`config.mk`:
```
export PLATFORM = sky130hd
export DESIGN_NAME = knight_rider_fader
export DESIGN_NICKNAME = d
export VERILOG_FILES = /design/src/rtl/knight_rider_fader.sv
export SDC_FILE = /design/constraint.sdc
export NUM_CORES = 1
export LEC_CHECK = 0
export ABC_AREA = 1
export CORE_UTILIZATION = 40
export CTS_BUF_LIST = sky130_fd_sc_hd__clkbuf_4
export CTS_CLUSTER_SIZE = 10
export DETAILED_ROUTE_END_ITERATION = 8
export PLACE_DENSITY = 0.57
export SYNTH_ARGS = -nofsm -noshare
export SYNTH_HDL_FRONTEND = slang
export SYNTH_SLANG_ARGS = --single-unit
```
`constraint.sdc`:
```
create_clock -name clk_i -period 1.7 [get_ports clk_i]
set_input_delay 0.255 -clock clk_i [delete_from_list [all_inputs] [get_ports clk_i]]
set_output_delay 0.255 -clock clk_i [all_outputs]
set_load 0.01 [all_outputs]
```
`src/rtl/knight_rider_fader.sv`:
```
// rtl/knight_rider_fader.sv - PWM fader: eight decaying brightness levels driven by a ring-counter position.
// Optional KNIGHT_RIDER_FADER_ONEHOT_CHECK_EN rejects non-one-hot steps and raises a sticky err_o.
module knight_rider_fader #(
    parameter int PWM_W       = 4,
    parameter int DECAY_SHIFT = 1
) (
    input  logic       clk_i,
    input  logic       sys_rst_n_i,
    input  logic [7:0] pos_i,
    input  logic       step_i,
    output logic [7:0] led_o,
    output logic       err_o
);

    localparam logic [PWM_W-1:0] LVL_MAX = '1;

    logic [PWM_W-1:0] level_q [8];
    logic [PWM_W-1:0] level_d [8];
    logic [PWM_W-1:0] pwm_cnt_q, pwm_cnt_d;
    logic [7:0]       led_q, led_d;
    logic             err_q, err_d;
    logic             accept;

`ifdef KNIGHT_RIDER_FADER_ONEHOT_CHECK_EN
    logic one_hot;
    assign one_hot = (pos_i != 8'h00) && ((pos_i & (pos_i - 8'd1)) == 8'h00);
    assign accept  = one_hot;
    assign err_d   = err_q | (step_i & ~one_hot);
`else
    assign accept  = 1'b1;
    assign err_d   = 1'b0;
`endif

    // Lit positions load full scale; all others decay, bottoming out at zero by the shift itself.
    always_comb begin
        pwm_cnt_d = pwm_cnt_q + 1'b1;
        for (int i = 0; i < 8; i++) begin
            level_d[i] = level_q[i];
            if (step_i && accept) begin
                level_d[i] = pos_i[i] ? LVL_MAX : (level_q[i] >> DECAY_SHIFT);
            end
            led_d[i] = (level_q[i] > pwm_cnt_q);
        end
    end

    always_ff @(posedge clk_i or negedge sys_rst_n_i) begin
        if (!sys_rst_n_i) begin
            for (int i = 0; i < 8; i++) begin
                level_q[i] <= '0;
            end
            pwm_cnt_q <= '0;
            led_q     <= 8'h00;
            err_q     <= 1'b0;
        end else begin
            for (int i = 0; i < 8; i++) begin
                level_q[i] <= level_d[i];
            end
            pwm_cnt_q <= pwm_cnt_d;
            led_q     <= led_d;
            err_q     <= err_d;
        end
    end

    assign led_o = led_q;
    assign err_o = err_q;

endmodule

```
Yosys cells after proc, flatten, opt, wreduce, memory -nomap -nowiden --
Index checks and enable logic that the tools add are counted.
Operators by class: $add $sub $neg 1, $mul 0, div/mod/pow operators 0, $lt $le $gt $ge 8, eq/ne operators 0, shift-type cells 0, muxes and demuxes 8, bitwise operators 0, reduce and logical (&&, ||, !) cells 0
Operators with widths (number):
- > comparator 4 bit | 8
- two-way mux 4 bit | 8
- adder 4 x 1 -> 4 bit, second input constant | 1
Storage, ports and cells: register bits 44, bits in latches 0, bits in writable memories 0, memory bits (read-only) 0, bits of input ports 11, output and inout bits 9, logic and storage cells 27, memories 0

Longest topological paths before layout --
depth after elaboration 1, mapped depth 7, depth with buffers taken out 7

Least setup slack after synthesis --
OpenSTA, ideal clock, no wires.
kind reg-to-reg, start point reg pwm_cnt_q[3], end point reg led_q[0], in the netlist led_o[0], library setup time 0.122 ns, arrival time 1.013 ns, data required time 1.578 ns, setup slack 0.565 ns, stages on the path, launching flop included 7, buffers on the path 0, clock period less this slack 1.135 ns, cell sequence dfrtp_1 -> inv_1 -> ha_1 -> nand2_1 -> inv_1 -> nand2_1 -> a21oi_1
Between the ends: longest elaborated chain between the ends 1
RTL lines:
- start, declared | line 19 | logic [PWM_W-1:0] pwm_cnt_q, pwm_cnt_d;
- start signal, assigned | line 58 | pwm_cnt_q <= pwm_cnt_d;
- > comparator 4 bit | line 42 | led_d[i] = (level_q[i] > pwm_cnt_q);
- via led_d[0] | line 20 | logic [7:0] led_q, led_d;
- end signal, assigned | line 59 | led_q <= led_d;
- end, declared | line 20
The timed path passes the listed nets, and every way through them passes these cells. A chain may end at the register's enable or synchronous reset.

Worst setup path after layout --
start point reg led_q[7], in the netlist led_o[7], end point out led_o[7]
RTL lines:
- end, declared | line 11 | output logic [7:0] led_o,
No word-level cell between the ends.

==> reports/metrics.cfg <==
[global_routing]
grt_pass1_vias=1644
gr-total-overflow=0
grt_util_all_layers_pct=14.84
grt_first_pass_wirelength_mm=7.217
grt_max_degree=44
grt_antenna_before_repair=0

[clock_tree]
clockRootBuffer=clkbuf_4
cts.sinks=44
h-tree-depth=2
ctsHoldBuffers=1
cts_inserted_buffers=5
clock_latency_ns=0.36
cts_tree=yes
clkTransAtPathRegs_ns=0.14
cts.repair.resized=0
cts.path.max_buffers=2
cts_setup_buffers=0

[place]
dp_hpwl_mm=2.879
place_area_um2=2655
place_congestion=0.7004
io_buffers=18

[floorplanning]
row_count=28
die_w_um=80.12
die_area_um2=6419
boundaryPins=20
fp.dieH_um=80.12
core_um2=5921
start_util_pct=41.23

[status]
status=complete, no violations

[synth]
syn_area_um2=2441
synth.net_count=321
syn_inst=277
yosysMostFrequentCell=nand2_1
synth.ff_latch_count=44
synthArstFlopShare_pct=100.0
syn_area_per_cell_um2=8.813
synth-edff-count=0
yosys_most_used_dff=dfrtp_1
synth_common_cells=nand2_1 (60), inv_1 (52), dfrtp_1 (44)
yosysWarnings=0
synth_area_leaders=dfrtp_1 (45%), ha_1 (17%), nand2_1 (9.2%)
yosys.area.top_type=dfrtp_1
synth.distinct_cells=16
synth_seq_area_share_pct=45.11
yosys.area.top_type_share_pct=45.11

[timing]
finalSetupViolations=0
fin_crit_sh_pct=90.54
finalSetupTns_ns=0
hold_viol_final=0
fin_crit_ns=1.539
fin_skew_ns=0.01539
drv_slew=0
rsz0062_at_grt=false
max_freq_mhz=649.7

[critical_path]
worst-setup-path-type=flip-flop to output pin
rr_startpoint=pwm_cnt_q[1]
cp_max_fo=1
startpoint_type=flip-flop
crit_path_end_kind=output pin
cp-startpoint=led_o[7]
path_delay_family=buffers and inverters
crit_slowest_cell=clkdlybuf4s50_1
crit_chain=clkdlybuf4s50_1
r2r_end=led_o[5]
crit_path_max_incr_delay_ns=0.54
cp_data_arrival_time_ns=1.28
timing.critical_path.buf_inv=1
r2r_slack_ns=0.33
cp_num_cells=1
ff2ff_path_depth=6
worstPathRequired_ns=1.44

[pwr]
p_clk_share_pct=36.5
powerDensity_nw_per_um2=930.3
switching_share_pct=24.38
intPower_uw=1965
p_switching_uw=633.3
pwr-share-comb_pct=17.1
pwr-share-seq_pct=46.4
p_leak_uw=0.001420
ir_drop_v=0.0003859

[job]
cap_viol_max_count=0

[route]
drtIter0Drc=58
drt-met1-wl_mm=1.984
drt-vias-per-instance=4.676
dr.pass1.iters=4
avgRoutedWirePerCell_um=10.91
dr_wl_met2_mm=1.917
post-route-drc-count=0
wl_met3_um=101
drtAntennaViolNets=0
top_layer=met4
vias=1744
drt_wl_total_mm=4.070

[hold_path]
min_path_type=input pin to flip-flop
hold_end=level_q[28]
holdCritStartpoint=step_i
whs_path_depth=2

[layout]
diodes=0
design_area_um2=2793
fin_nets=341
drive_gt1_share_pct=6.711
area_growth_pct=14.40

==> sequential cells by signal (all words and copies together), names as in the netlist <==
signal,flops
level_q,32
pwm_cnt_q,4
led_o,8
==> layer usage <==
| metal | GRT usage [%] | vias to the layer above |
|---|---|---|
| li1 | - | 913 |
| met1 | 19.49 | 808 |
| met2 | 24.10 | 18 |
| met3 | 3.409 | 5 |
| met4 | 4.821 | 0 |
| met5 | 0 | - |
==> per-stage QoR <==
stage | std cells | setup slack (ns) | total power, uW | hold WS, ns | utilization (%)
after global routing | 373 | 0.1082 | 2756 | 0.3256 | 47.17
after detailed placement | 364 | 0.3083 | 1677 | 0.2118 | 44.84
after global placement | 364 | 0.3376 | 1664 | 0.2145 | 44.84
after CTS | 373 | 0.1221 | 2637 | 0.3067 | 47.17
after floorplan | 277 | 0.5648 | 1515 | -0.04059 | -
final | 373 | 0.1607 | 2598 | 0.3131 | 47.17
==> area by class of cell <==
cell class	count	area, um^2
tap	75	93.84
timing repair buffer	21	220.2
sequential	44	1101
clock buffer	5	37.54
inverter	52	195.2
multi-input combinational	173	1055
clock inverter	3	90.09
fill	574	3128
==> logic make-up (layout without fill, tap and decap cells) <==
kind of cell               after synthesis  in the layout  share of synthesized area [%]
AOI/OAI and AO/OA                       64             64                          13.74
buffers and inverters                   60             81                          11.69
DFF                                     44             44                          45.11
adders and majority gates               33             33                          16.91
and+or+nand+nor                         73             73                          11.69
xor gates and xnor gates                 2              2                         0.7177
other                                    1              1                         0.1536
==> worst max-delay path by stage <==
stage                     to  slack, ns
detailed placement  led_o[7]       0.31
finish              led_o[7]       0.16
CTS                 led_o[7]       0.12
global placement    led_o[2]       0.34
floorplan           led_o[0]       0.56
global route        led_o[7]       0.11
==> cell usage in the layout (no fill, tap or decap), types with 3 or more instances in the layout <==
master | netlist | final
a21oi_1 | 16 | 16
bufinv_16 | 0 | 3
clkbuf_4 | 0 | 5
clkdlybuf4s50_1 | 0 | 16
dfrtp_1 | 44 | 44
ha_1 | 33 | 33
inv_1 | 52 | 52
nand2_1 | 60 | 60
nand2_2 | 4 | 4
nor2_1 | 8 | 8
o21ai_0 | 32 | 32
o21ai_1 | 12 | 12
o21ai_2 | 4 | 4
==> power by group through the flow <==
stage	clock [uW]	sequential, uW	combinational, uW
floorplan	0	1230	285
CTS	975	1210	454
finish	949	1210	444
global placement	0	1230	436
global route	1010	1220	528
detailed placement	0	1230	449
(Power assumes the default switching activity.)
